[config.mk]
export PLATFORM = sky130hd
export DESIGN_NAME = reg_wb_ctrl
export DESIGN_NICKNAME = d
export VERILOG_FILES = /design/src/rtl/reg_wb_ctrl_pkg.sv /design/src/rtl/reg_wb_ctrl_wb_fifo.sv /design/src/rtl/reg_wb_ctrl.sv
export SDC_FILE = /design/constraint.sdc
export NUM_CORES = 1
export LEC_CHECK = 0
export ABC_AREA = 0
export CORE_MARGIN = 2
export CORE_UTILIZATION = 45
export DETAILED_ROUTE_END_ITERATION = 8
export GPL_ROUTABILITY_DRIVEN = 0
export HOLD_SLACK_MARGIN = 0.12
export PLACE_DENSITY_LB_ADDON = 0.05
export SKIP_LAST_GASP = 1
export SLEW_MARGIN = 20
export SYNTH_ARGS = -nofsm -noshare
export SYNTH_HDL_FRONTEND = slang
export SYNTH_SLANG_ARGS = --single-unit
export TNS_END_PERCENT = 50
[constraint.sdc]
create_clock -name clk -period 5.3 [get_ports clk]
set_clock_uncertainty 0.05 [all_clocks]
set_input_delay 0.795 -clock clk [delete_from_list [all_inputs] [get_ports clk]]
set_output_delay 0.795 -clock clk [all_outputs]
set_load 0.01 [all_outputs]
[src/rtl/reg_wb_ctrl_pkg.sv]
// rtl/reg_wb_ctrl_pkg.sv - shared write-back widths and queue entry type
package reg_wb_ctrl_pkg;
   localparam int WB_ADDR_W   = 5;
   localparam int WB_DATA_W   = 32;
   localparam int WB_NUM_REGS = 18;
   localparam int WB_DEPTH    = 4;

   typedef struct packed {
      logic [WB_ADDR_W-1:0] dest;
      logic [WB_DATA_W-1:0] data;
   } wb_entry_t;
endpackage

[src/rtl/reg_wb_ctrl_wb_fifo.sv]
// rtl/reg_wb_ctrl_wb_fifo.sv - circular write-back queue, two pushes and one pop per cycle
module wb_fifo
   import reg_wb_ctrl_pkg::*;
#(
   parameter int DEPTH  = WB_DEPTH,
   parameter int ADDR_W = WB_ADDR_W,
   parameter int DATA_W = WB_DATA_W,
   localparam int PW    = $clog2(DEPTH),
   localparam int CW    = PW + 1
) (
   input  logic                           clk,
   input  logic                           rst,
   input  logic                           push0,
   input  logic [ADDR_W-1:0]              dest0,
   input  logic [DATA_W-1:0]              data0,
   input  logic                           push1,
   input  logic [ADDR_W-1:0]              dest1,
   input  logic [DATA_W-1:0]              data1,
   input  logic                           pop,
   output logic [CW-1:0]                  count,
   output logic [ADDR_W-1:0]              head_dest,
   output logic [DATA_W-1:0]              head_data,
   output logic [DEPTH-1:0]               ent_valid,
   output logic [DEPTH-1:0][ADDR_W-1:0]   ent_dest
);
   logic [ADDR_W-1:0]          dest_q [DEPTH];
   logic [DATA_W-1:0]          data_q [DEPTH];
   logic [PW-1:0]              rd_ptr, wr_ptr, wr_ptr1;
   logic [DEPTH-1:0][PW-1:0]   off;

   assign wr_ptr1   = wr_ptr + PW'(1);
   assign head_dest = dest_q[rd_ptr];
   assign head_data = data_q[rd_ptr];

   // push0 always lands in the lower slot so its write issues first
   always_ff @(posedge clk) begin
      if (push0) begin
         dest_q[wr_ptr] <= dest0;
         data_q[wr_ptr] <= data0;
         if (push1) begin
            dest_q[wr_ptr1] <= dest1;
            data_q[wr_ptr1] <= data1;
         end
      end else if (push1) begin
         dest_q[wr_ptr] <= dest1;
         data_q[wr_ptr] <= data1;
      end
   end

   always_ff @(posedge clk or posedge rst) begin
      if (rst) begin
         rd_ptr <= '0;
         wr_ptr <= '0;
         count  <= '0;
      end else begin
         rd_ptr <= rd_ptr + PW'(pop);
         wr_ptr <= wr_ptr + PW'(push0) + PW'(push1);
         count  <= count + CW'(push0) + CW'(push1) - CW'(pop);
      end
   end

   // slot i is live when its distance from the head is below count
   always_comb begin
      off       = '0;
      ent_valid = '0;
      ent_dest  = '0;
      for (int i = 0; i < DEPTH; i++) begin
         off[i]       = PW'(i) - rd_ptr;
         ent_valid[i] = CW'(off[i]) < count;
         ent_dest[i]  = dest_q[i];
      end
   end
endmodule

[src/rtl/reg_wb_ctrl.sv]
// rtl/reg_wb_ctrl.sv - register bank write-back arbiter, queue drain and RAW pending mask
module reg_wb_ctrl
   import reg_wb_ctrl_pkg::*;
#(
   parameter int DEPTH    = WB_DEPTH,
   parameter int DATA_W   = WB_DATA_W,
   parameter int ADDR_W   = WB_ADDR_W,
   parameter int NUM_REGS = WB_NUM_REGS
) (
   input  logic                clk,
   input  logic                rst,
   input  logic                mem_valid,
   input  logic [ADDR_W-1:0]   mem_dest,
   input  logic [DATA_W-1:0]   mem_data,
   output logic                mem_ready,
   input  logic                alu_valid,
   input  logic [ADDR_W-1:0]   alu_dest,
   input  logic [DATA_W-1:0]   alu_data,
   output logic                alu_ready,
   output logic [ADDR_W-1:0]   DEST_REG,
   output logic [DATA_W-1:0]   WRT_DATA,
   output logic                WRT_EN,
   output logic [NUM_REGS-1:0] pend_mask,
   output logic                err
);
   localparam int CW = $clog2(DEPTH) + 1;

   logic [CW-1:0]                count, free;
   logic [ADDR_W-1:0]            head_dest;
   logic [DATA_W-1:0]            head_data;
   logic [DEPTH-1:0]             ent_valid;
   logic [DEPTH-1:0][ADDR_W-1:0] ent_dest;
   logic                         mem_fire, alu_fire, mem_ok, alu_ok;

   // the head leaving this cycle frees its slot for an incoming request
   assign free      = CW'(DEPTH) - count + CW'(count != '0);
   assign mem_ready = free >= CW'(1);
   assign alu_ready = free >= (mem_valid ? CW'(2) : CW'(1));

   assign mem_fire = mem_valid & mem_ready;
   assign alu_fire = alu_valid & alu_ready;
   assign mem_ok   = {1'b0, mem_dest} < (ADDR_W+1)'(NUM_REGS);
   assign alu_ok   = {1'b0, alu_dest} < (ADDR_W+1)'(NUM_REGS);

   assign WRT_EN   = count != '0;
   assign DEST_REG = WRT_EN ? head_dest : '0;
   assign WRT_DATA = WRT_EN ? head_data : '0;

   wb_fifo #(
      .DEPTH  (DEPTH),
      .ADDR_W (ADDR_W),
      .DATA_W (DATA_W)
   ) u_fifo (
      .clk       (clk),
      .rst       (rst),
      .push0     (mem_fire & mem_ok),
      .dest0     (mem_dest),
      .data0     (mem_data),
      .push1     (alu_fire & alu_ok),
      .dest1     (alu_dest),
      .data1     (alu_data),
      .pop       (WRT_EN),
      .count     (count),
      .head_dest (head_dest),
      .head_data (head_data),
      .ent_valid (ent_valid),
      .ent_dest  (ent_dest)
   );

   always_comb begin
      pend_mask = '0;
      for (int i = 0; i < DEPTH; i++)
         for (int r = 0; r < NUM_REGS; r++)
            if (ent_valid[i] && ent_dest[i] == ADDR_W'(r))
               pend_mask[r] = 1'b1;
   end

   always_ff @(posedge clk or posedge rst) begin
      if (rst)
         err <= 1'b0;
      else if ((mem_fire && !mem_ok) || (alu_fire && !alu_ok))
         err <= 1'b1;
   end
endmodule

; ---- Word-level counts from Yosys, hierarchy flattened
; Memories as Yosys holds them, arrays and structs flattened.
; Index checks and enable logic that the tools add are counted.
[totals]
register_bits = 8
latchBits = 0
mem_bits_rw = 148
rom_bits = 0
input_bits = 78
output_inout_bits = 59
wordCells = 267
mem_count = 2
[memory_table]
columns = name, words, word_bits, read_ports, rd_ports_with_merged_regs, wr, line_no
row1 = u_fifo.data_q, 4, 32, 1, 0, 2, reg_wb_ctrl_wb_fifo.sv:27  ; logic [DATA_W-1:0] data_q [DEPTH];
row2 = u_fifo.dest_q, 4, 5, 5, 0, 2, reg_wb_ctrl_wb_fifo.sv:26  ; logic [ADDR_W-1:0] dest_q [DEPTH];
[op_classes]
addsub = 13
multipliers = 0
div_mod_pow = 0
order_cmp = 8
n_eq_ne = 68
shift = 0
mux = 84
bitwise = 6
reduce_logical = 82
[op_table]
columns = operator, n
row1 = $eq A5 B4 Y1 const B, 32
row2 = $eq A5 B3 Y1 const B, 16
row3 = $mux W1, 79
row4 = $logic_and A1 B1 Y1, 74
row5 = $mux W32, 2
row6 = $eq A5 B2 Y1 const B, 8
row7 = $eq A5 B5 Y1 const B, 8
row8 = $eq A5 B1 Y1 const B, 4
row9 = $logic_not A5 Y1, 4
row10 = $lt A2 B3 Y1, 4
row11 = $lt A5 B5 Y1 const B, 2
row12 = $mux W5, 2
row13 = $add A3 B1 Y3, 3
row14 = $add A2 B1 Y2, 3
row15 = $and A1 B1 Y1, 4
row16 = $sub A1 B2 Y2 const A, 2
row17 = $sub A2 B2 Y2 const A, 2
row18 = $ge A3 B1 Y1 const B, 1
row19 = $ge A3 B2 Y1, 1
row20 = $reduce_bool A3 Y1, 1
row21 = $sub A3 B1 Y3, 1
row22 = $sub A3 B3 Y3 const A, 1
row23 = $add A2 B1 Y2 const B, 1
row24 = $logic_not A1 Y1, 2
row25 = 3 further kinds, 4

; ---- Depth between registers and ports, before layout
; Gate-level depths: netlist of the first run.
[depth]
ltp_word = 9
ltp_mapped = 16
ltp_nobuf = 13

; ---- Modules after synthesis
; A second synthesis of the first run with hierarchy kept.
[unflattened]
cells_unflattened = 695
area_unflattened_um2 = 8856.0
[modules_own_cells]
columns = module, n_inst, cells_per_inst, area_per_inst_um2, seq_area_each_um2
row1 = wb_fifo, 1, 513, 7591.0, 4619.4
row2 = reg_wb_ctrl, 1, 182, 1265.0, 25.0

; ---- Worst setup path before layout of the first run
; OpenSTA, ideal clock, no wires.
[synth_path]
path_kind = register to register
from = reg u_fifo.count[2]
to = mem u_fifo.data_q[3][0] (netlist name) (enable)
setup_time_ns = 0.444
arrival_time_ns = 4.826
t_required_ns = 4.806
path_slack_ns = -0.019
stages_incl_launch_ff = 14
path_buffers = 3
synth_period_minus_slack_ns = 5.319
cell_sequence = dfrtp_1 > clkbuf_1 > nor3_1 > clkbuf_1 > clkbuf_1 > ha_1 > inv_1 > ha_1 > ha_1 > a211o_1 > nand3_2 > inv_1 > o21ai_0 > a21oi_1
[synth_rtl]
columns = item, line_no
row1 = "start, declared", reg_wb_ctrl_wb_fifo.sv:20  ; output logic [CW-1:0] count,
row2 = "start signal, assigned", reg_wb_ctrl_wb_fifo.sv:58  ; count <= count + CW'(push0) + CW'(push1) - CW'(pop);
row3 = "end, declared", reg_wb_ctrl_wb_fifo.sv:27

; ---- Worst setup path in the final report of the first run
[layout_path]
from = reg u_fifo.rd_ptr[1]
to = out pend_mask[16]
[layout_between]
elab_chain_cells = 7
word_cells_on_any_way = 16
cone_classes = add/sub: 4 / order compare: 4 / mux: 4 / reduce/logical: 4
[layout_lines]
columns = item, line_no
row1 = "start, declared", reg_wb_ctrl_wb_fifo.sv:28  ; logic [PW-1:0] rd_ptr, wr_ptr, wr_ptr1;
row2 = "start signal, assigned", reg_wb_ctrl_wb_fifo.sv:56  ; rd_ptr <= rd_ptr + PW'(pop);
row3 = $sub A1 B2 Y2, reg_wb_ctrl_wb_fifo.sv:68  ; off[i] = PW'(i) - rd_ptr;
row4 = $lt A2 B3 Y1, reg_wb_ctrl_wb_fifo.sv:69  ; ent_valid[i] = CW'(off[i]) < count;
row5 = $logic_and A1 B1 Y1, reg_wb_ctrl.sv:74  ; if (ent_valid[i] && ent_dest[i] == ADDR_W'(r))
row6 = $mux W1 (3 in series), reg_wb_ctrl.sv:74
row7 = $mux W1 *, reg_wb_ctrl.sv:74
row8 = "end, declared", reg_wb_ctrl.sv:23  ; output logic [NUM_REGS-1:0] pend_mask,
; Every way passes the cells marked *; elsewhere a longest branch is shown, timed or not.

==> flow_summary.toml, run 1 <==
[setup_path]
required_ns = 4.45
rr_startpoint = "u_fifo.count[2]$_DFF_PP0_"
rr_endpoint = "u_fifo.data_q[1][1]$_DFFE_PP_"
crit_fanout = 22
crit_path_end_kind = "output port"
reg2reg_depth = 10
worstSetupStartpointType = "register"
crit_type = "reg2out"
arrival_ns = 3.72
r2r_slack_ns = 1.38

[clocking]
root_buffer = "clkbuf_16"
cts.repair.resized = 0
path_clk_slew_ns = 0.06
cts_buffers = 17
clock_path_buffers = 2
clock_latency_ns = 0.43
cts_sinks = 156
htreeDepth = 4
holdBufCountCts = 0
tritoncts = "built"
cts_setup_buffers = 0

[sta]
slew_viol_final = 0
relSlewSlack = 0.4398
fin_setup_tns_ns = 0
finalSetupViolCount = 0
fmax_mhz = 219.2
hold_viol = 0
grt_setup_unrepaired = "no"
setup_slack_ns = 0.7387
tightestPinTransition_ns = 0.8403
period_minus_slack_ns = 4.561
post-route-period-util = 0.8606

[grt]
grt_max_degree = 39
grt_pass1_vias = 5884
grt_overflow = 0
grt_pass1_wl_mm = 33.31
grtUsageTotal = 0.2171
antenna_found_initial = 0

[routing]
drt_iter0_markers = 340
num_vias = 5715
viasPerCell = 5.704
drcViolationCount = 0
wire_per_inst_um = 21.61
drtPass1Iterations = 5
antenna_left = 0
drt_wl_total_mm = 21.65

[die]
num_rows = 51
ioPinCount = 137
initial_core_util = 0.4562
core_sq_mm = 0.01933
dieHeight_um = 144.0
die_x_um = 144.0
die_area_sq_mm = 0.02074

[pwr]
share_seq_of_total_power = 0.332
power.density_mw_per_mm2 = 554.9
power.total_mw = 6.174
power.share.combinational = 0.472
p_leak_nw = 3.733
p_int_mw = 4.068
switching_share = 0.3411
clockPowerShare = 0.196
ir_worst_vdd_mv = 0.3530
p_sw_mw = 2.106

[yosys]
synth_flop_cell = "edfxtp_1"
yosys.area.top_type_share = 0.5038
ys_ff_latch = 156
synth-edff-count = 148
syn_nets = 672
ys_seq_area_frac = 0.5265
yosys_warnings = 0
synth.distinct_cells = 55
mappedNetlistArea_sq_mm = 0.008821
synth.largest_area_cell = "edfxtp_1"
yosys-top-cells-area = "edfxtp_1 (50%), mux2_2 (14%), mux4_2 (9.4%), mux2_1 (4.9%), nor2b_1 (3.1%)"
synth.avg_cell_area_sq_um = 15.18
netlist_instances = 581
async_flop_share = 0.05128

[run_status]
status = "finished clean"

[hold_path]
hp-start = "err$_DFFE_PP0P_"
hold_depth = 2
worstHoldPathType = "reg2reg"
min_delay_worst_endpoint = "err$_DFFE_PP0P_"

[cells_and_area]
antenna_cells = 0
areaGrowthSynthToFinish_pct = 26.13
finalNetCount = 815
layout-drive-gt1-share = 0.2809

[place]
place_ws_ns = 1.182
portBuffers = 136
hpwl_mm = 14.06

[flow_run]
maxCapViolCount = 0
stage by stage:
step	util	hold slack, ns	cell area, sq um	instances
after floorplan	-	0.4600	8821	581
final	0.5754	0.5032	11130	1002
after global routing	0.5754	0.5427	11130	1002
after CTS	0.5754	0.4973	11130	1002
after global placement	0.5453	0.4679	10540	970
after detailed placement	0.5453	0.4832	10540	970
routing by layer:
layer  wire length, um  part of all wire  vias up  global-route usage
met5                 0                 0        -                   0
met4               276             0.013        0             0.06708
met3              1239             0.057       23             0.04040
met2             10460              0.48      221              0.3496
met1              9672              0.45     2871              0.3013
li1                  -                 -     2600                   -
synthesized netlist by cell type (2+ instances only):
library cell,n
buf_6,13
and2_1,2
buf_2,4
a2bb2oi_1,3
mux2_1,38
nand3b_1,3
a21oi_1,5
o21bai_1,3
clkbuf_1,7
nand2b_1,9
nand2_1,15
o32ai_1,3
o211ai_1,5
nor4_1,2
nor2_1,15
a221o_1,5
nor4b_1,2
nand3_1,9
a21oi_4,3
fa_1,3
nor3_1,3
xnor2_1,2
edfxtp_1,148
inv_1,13
xor2_1,4
or2_2,2
nor2b_1,44
buf_1,2
o21ai_0,5
or3_1,6
o22ai_1,11
nand4_1,3
mux4_2,37
ha_1,10
dfrtp_1,8
a211o_1,6
mux2_2,110
cells in the final DEF (no fill, tap or decap), types with 5 or more instances in the layout:
master and instances:
a211o_1 6, a21oi_4 5, a221o_1 5, buf_12 5, buf_4 9, clkbuf_16 17
clkdlybuf4s50_1 136, dfrtp_1 6, edfxtp_1 148, ha_1 10, inv_1 13, mux2_1 38
mux2_2 110, mux4_2 37, nand2_1 15, nand2b_1 9, nand3_1 9, nor2_1 15
nor2b_1 44, o211ai_1 5, o21ai_0 5, o22ai_1 9, or3_1 6
kinds of logic (layout without fill, tap and decap cells):
group | after synthesis | count (layout) | synth area share
AO/OA/AOI/OAI | 60 | 60 | 0.05405
flip-flops | 156 | 156 | 0.5265
AND/OR/NAND/NOR | 122 | 122 | 0.08085
adder cells (fa/ha/maj) | 13 | 13 | 0.02099
XOR/XNOR | 6 | 6 | 0.005957
buffers and inverters | 39 | 195 | 0.02823
multiplexers | 185 | 185 | 0.2834
area by class of cell:
cell class	instances	area [sq um]
clock inverter	13	150.1
sequential	156	4649
fill	1544	8209
inverter	13	48.80
tap	265	331.6
timing repair buffer	150	1529
multi-input combinational	386	3984
clock buffer	19	432.9
state kept, by name (all words and copies together), names as in the netlist:
signal,cells
u_fifo.wr_ptr,2
u_fifo.count,3
u_fifo.rd_ptr,2
err,1
u_fifo.data_q,128
u_fifo.dest_q,20
power groups by stage:
stage,clock [mW],combinational (mW),sequential (mW)
floorplan,0,1.85,1.94
global placement,0,2.90,2.07
detailed placement,0,2.93,2.08
CTS,1.23,2.95,2.06
global route,1.27,3.14,2.09
finish,1.21,2.91,2.05
worst max path at each step:
| stage | from | to | slack [ns] | depth (start not counted) |
|---|---|---|---|---|
| 2_1_floorplan | u_fifo.count[2]$_DFF_PP0_ | u_fifo.data_q[3][0]$_DFFE_PP_ | -0.02 | 13 |
| 3_3_place_gp | u_fifo.rd_ptr[1]$_DFF_PP0_ | pend_mask[16] | 1.27 | 8 |
| 3_5_place_dp | mem_valid | u_fifo.dest_q[1][0]$_DFFE_PP_ | 1.18 | 10 |
| 4_1_cts | u_fifo.rd_ptr[1]$_DFF_PP0_ | pend_mask[16] | 0.78 | 8 |
| 5_1_grt | u_fifo.rd_ptr[1]$_DFF_PP0_ | pend_mask[16] | 0.52 | 8 |
| 6_report | u_fifo.rd_ptr[1]$_DFF_PP0_ | pend_mask[16] | 0.74 | 8 |
critical path, cell delays in order (launching register included):
cell and delay, ns:
dfrtp_2 0.77, xnor2_1 0.24, inv_1 0.08, ha_1 0.28, a21oi_1 0.24, o21ai_0 0.30
or4b_2 0.72, nand4_1 0.12, clkdlybuf4s50_1 0.54
No activity file was read; power rests on OpenSTA's default activity.
==> inputs of run 2 (changes only) <==
- CAP_MARGIN: not set -> 20
==> results of run 2 <==
The final DEF is identical to that of run 1; final timing and power are the same.
==> RTL change (flow settings as in run 1) <==
Set the package constant `WB_DEPTH` to 8 (it was 4).
--- a/src/rtl/reg_wb_ctrl_pkg.sv
+++ b/src/rtl/reg_wb_ctrl_pkg.sv
@@ -4,5 +4,5 @@
    localparam int WB_DATA_W   = 32;
    localparam int WB_NUM_REGS = 18;
-   localparam int WB_DEPTH    = 4;
+   localparam int WB_DEPTH    = 8;
 
    typedef struct packed {
Behaviour: not the same (Yosys sat finds a counterexample within 4 cycles, from zero or initial values and one cycle with rst high).
==> RTL change against run 1 <==
  * Synthesized cell count up 130%
  * Combinational power is 100% higher
  * Power grew 92%
  * Global-route usage increased by 2.3 points
  * Cell area increased by 99%
  * Clock power rose by 99%
  * Setup slack worse by 0.36 ns
  * Core utilization down 4.7 points
  * Critical endpoint is now pend_mask[5]
  * Sequential cell count is 151 higher
  * Routed wire length is 140% higher
  * Area after synthesis up 120%
  * Register-to-register slack lost 0.25 ns
  * Largest cell class is now multi-input gates
==> RTL change: results (changes against run 1) <==
* Critical Path Start: u_fifo.rd_ptr[1]$_DFF_PP0_
* Clock transition time at the flip-flop clock pins of the worst setup and hold paths: 0.06 ns (about the same)
* Number of distinct standard cells referenced by the synthesized netlist: 68 (+24%)
- The layout cell share with drive strength beyond 1 was 0.328 (+0.0473).
- The sum of met2 wire segment lengths after detailed routing was 25,200 µm (+140%).
- The half-perimeter wire length of the detailed placement result is 32,900 µm (+130%).
- Number of nets at the end of the flow: 1,556 (+91%)
- The CTS H-tree depth was 2 (-2).
* Post-Place Cell Area: 21,100 µm² (+100%)
- Remaining max-slew budget at the tightest pin: 0.351 (-0.0891)
- Flop2flop setup slack: 1.13 ns (-0.25 ns)
- The proportion of synthesized chip area in sequential cells is 0.480 (-0.0470).
- The port buffer count came to 136 (unchanged).
- Ranked by total cell area, the synthesized netlist is headed by edfxtp_1, mux2_4, mux4_2.
- Top Layer Used: met5
- Pleak: 0.00786 µW (+110%)
- The number of nets in the synthesized netlist came to 1,415 (+110%).
* Critical Path AT: 4.08 ns (+0.36 ns)
- The first-pass GRT wire length came to 79,100 µm (+140%).
- The maximum ir drop on the vdd rail was 0.508 mV (+44%).
- The buffers inserted during post-CTS setup optimization is 0 (unchanged).
- List of most frequent post-synthesis cells: edfxtp_1, mux2_4, nand2_1
- The biggest cell delay along the critical path came to 0.83 ns (+0.06 ns).
* Hold path startpoint: err$_DFFE_PP0P_
* Routed len/inst: 26.2 µm (+21%)
* First DRT Iteration DRCs: 965 (+180%)
- The count of synthesis-stage warnings from yosys was 0 (unchanged).
* Worst-path cell with the longest stage delay: a2111oi_1
- The via-per-instance ratio is 6.09 (+6.8%).
* Largest registers: u_fifo.data_q x256, u_fifo.dest_q x40, u_fifo.count x4
- The largest fanout of any net on the critical path was 37 (+68%).
- Drt first pass iters: 5 (unchanged)
- The number of global-route vias before repair was 12.2k (+110%).
- Root Driver: clkbuf_16
- Global router's overall resource usage: 0.240 (+0.0227)
- Met3 routed wirelength: 3190 µm (+160%)
- The number of synthesized flops with an enable pin was 296 (+100%).
- The final hold violation count came to 0 (unchanged).
- Number of buffers inserted during clock tree synthesis: 37 (+20)
- Number of buffers between clock root and the deepest sink: 3 (+1)
- Result of the run: completed
- Class of the tightest hold or removal check: flop to flop
- Clock Latency Late Sink: 0.54 ns (+0.11 ns)
- The number of cells after detailed placement was 1,950 (+100%).
- The total inserted antenna cells was 0 (unchanged).
- The async set-reset flop share out of synthesis was 0.0358 (-0.0155).
- The number of resized instances in the post-cts repair step was 0 (unchanged).
* Routed Wire Length: 52,800 µm (+140%)
- Final hold slack: 0.439 ns (-0.0641 ns)
- Met1 layer wirelength in the final routing: 23,000 µm (+140%)
- Number of antenna violations at the first check in global routing: 2 (+2)
* Post-Syn Instances: 1,309 (+130%)
* Worst reg2reg startpoint: u_fifo.count[3]$_DFF_PP0_
- The maximum number of pins on one net before global-route repair came to 81 (+110%).
==> RTL change: cell count changes after synthesis, moves of 34 or more <==
cell and change:
edfxtp_1 +148, mux2_1 -34, mux2_2 -48, mux4_2 +37, a21oi_1 +63, nand2_1 +104, mux2_4 +230
==> RTL change: final timing paths <==
check	to	cells after the start
min in group asynchronous	u_fifo.wr_ptr[2]$_DFF_PP0_	2
max	pend_mask[5]	9
max in group asynchronous	u_fifo.rd_ptr[2]$_DFF_PP0_	2
min reg2reg	err$_DFFE_PP0P_	2
max reg2reg	u_fifo.data_q[2][18]$_DFFE_PP_	12
min	err$_DFFE_PP0P_	2
==> RTL change: report_power, final <==
group	internal, µW	switching (µW)
logic	2680	3220
clock network	1410	993
registers	3270	251
==> RTL change: critical path, delay by kind of cell, from the launching register on <==
kind	cells	cell delay, ns
AOI/OAI and AO/OA	4	1.65
buffers and inverters	3	1.12
DFF	1	0.43
adders and majority gates	1	0.28
and+or+nand+nor	1	0.07
==> RTL change: metal layers <==
metal  track usage  vias to the layer above
met3        0.0356                       94
met5             0                        -
met1         0.327                     6255
met2         0.394                      442
met4        0.0805                        4
li1              -                     5471
==> RTL change: area by class of cell <==
cell class,count,area [µm²]
Clock inverter,15,133
Sequential cell,307,9170
Clock buffer,49,992
Multi-Input combinational cell,892,9250
Inverter,35,144
Fill cell,3515,19800
Tap cell,539,674
Timing Repair Buffer,177,1820
==> RTL change: cell families (layout without fill, tap and decap cells) <==
kind of cell / count (synthesis) / in the layout / synth area share
mux: 370 / 370 / 0.307
flops: 307 / 307 / 0.480
simple gates: 298 / 298 / 0.0774
compound gates: 186 / 186 / 0.0705
buf+inv: 110 / 276 / 0.0416
fa+ha+maj: 28 / 28 / 0.0195
xor+xnor: 9 / 9 / 0.00452
other cells: 1 / 1 / 0.000196
==> RTL change: stage by stage <==
| step | util | setup WS [ns] |
|---|---|---|
| 6_report | 0.529 | 0.378 |
| 3_3_place_gp | 0.502 | 0.980 |
| 5_1_grt | 0.529 | 0.175 |
| 3_5_place_dp | 0.502 | 0.958 |
| 2_1_floorplan | - | -0.758 |
| 4_1_cts | 0.529 | 0.402 |
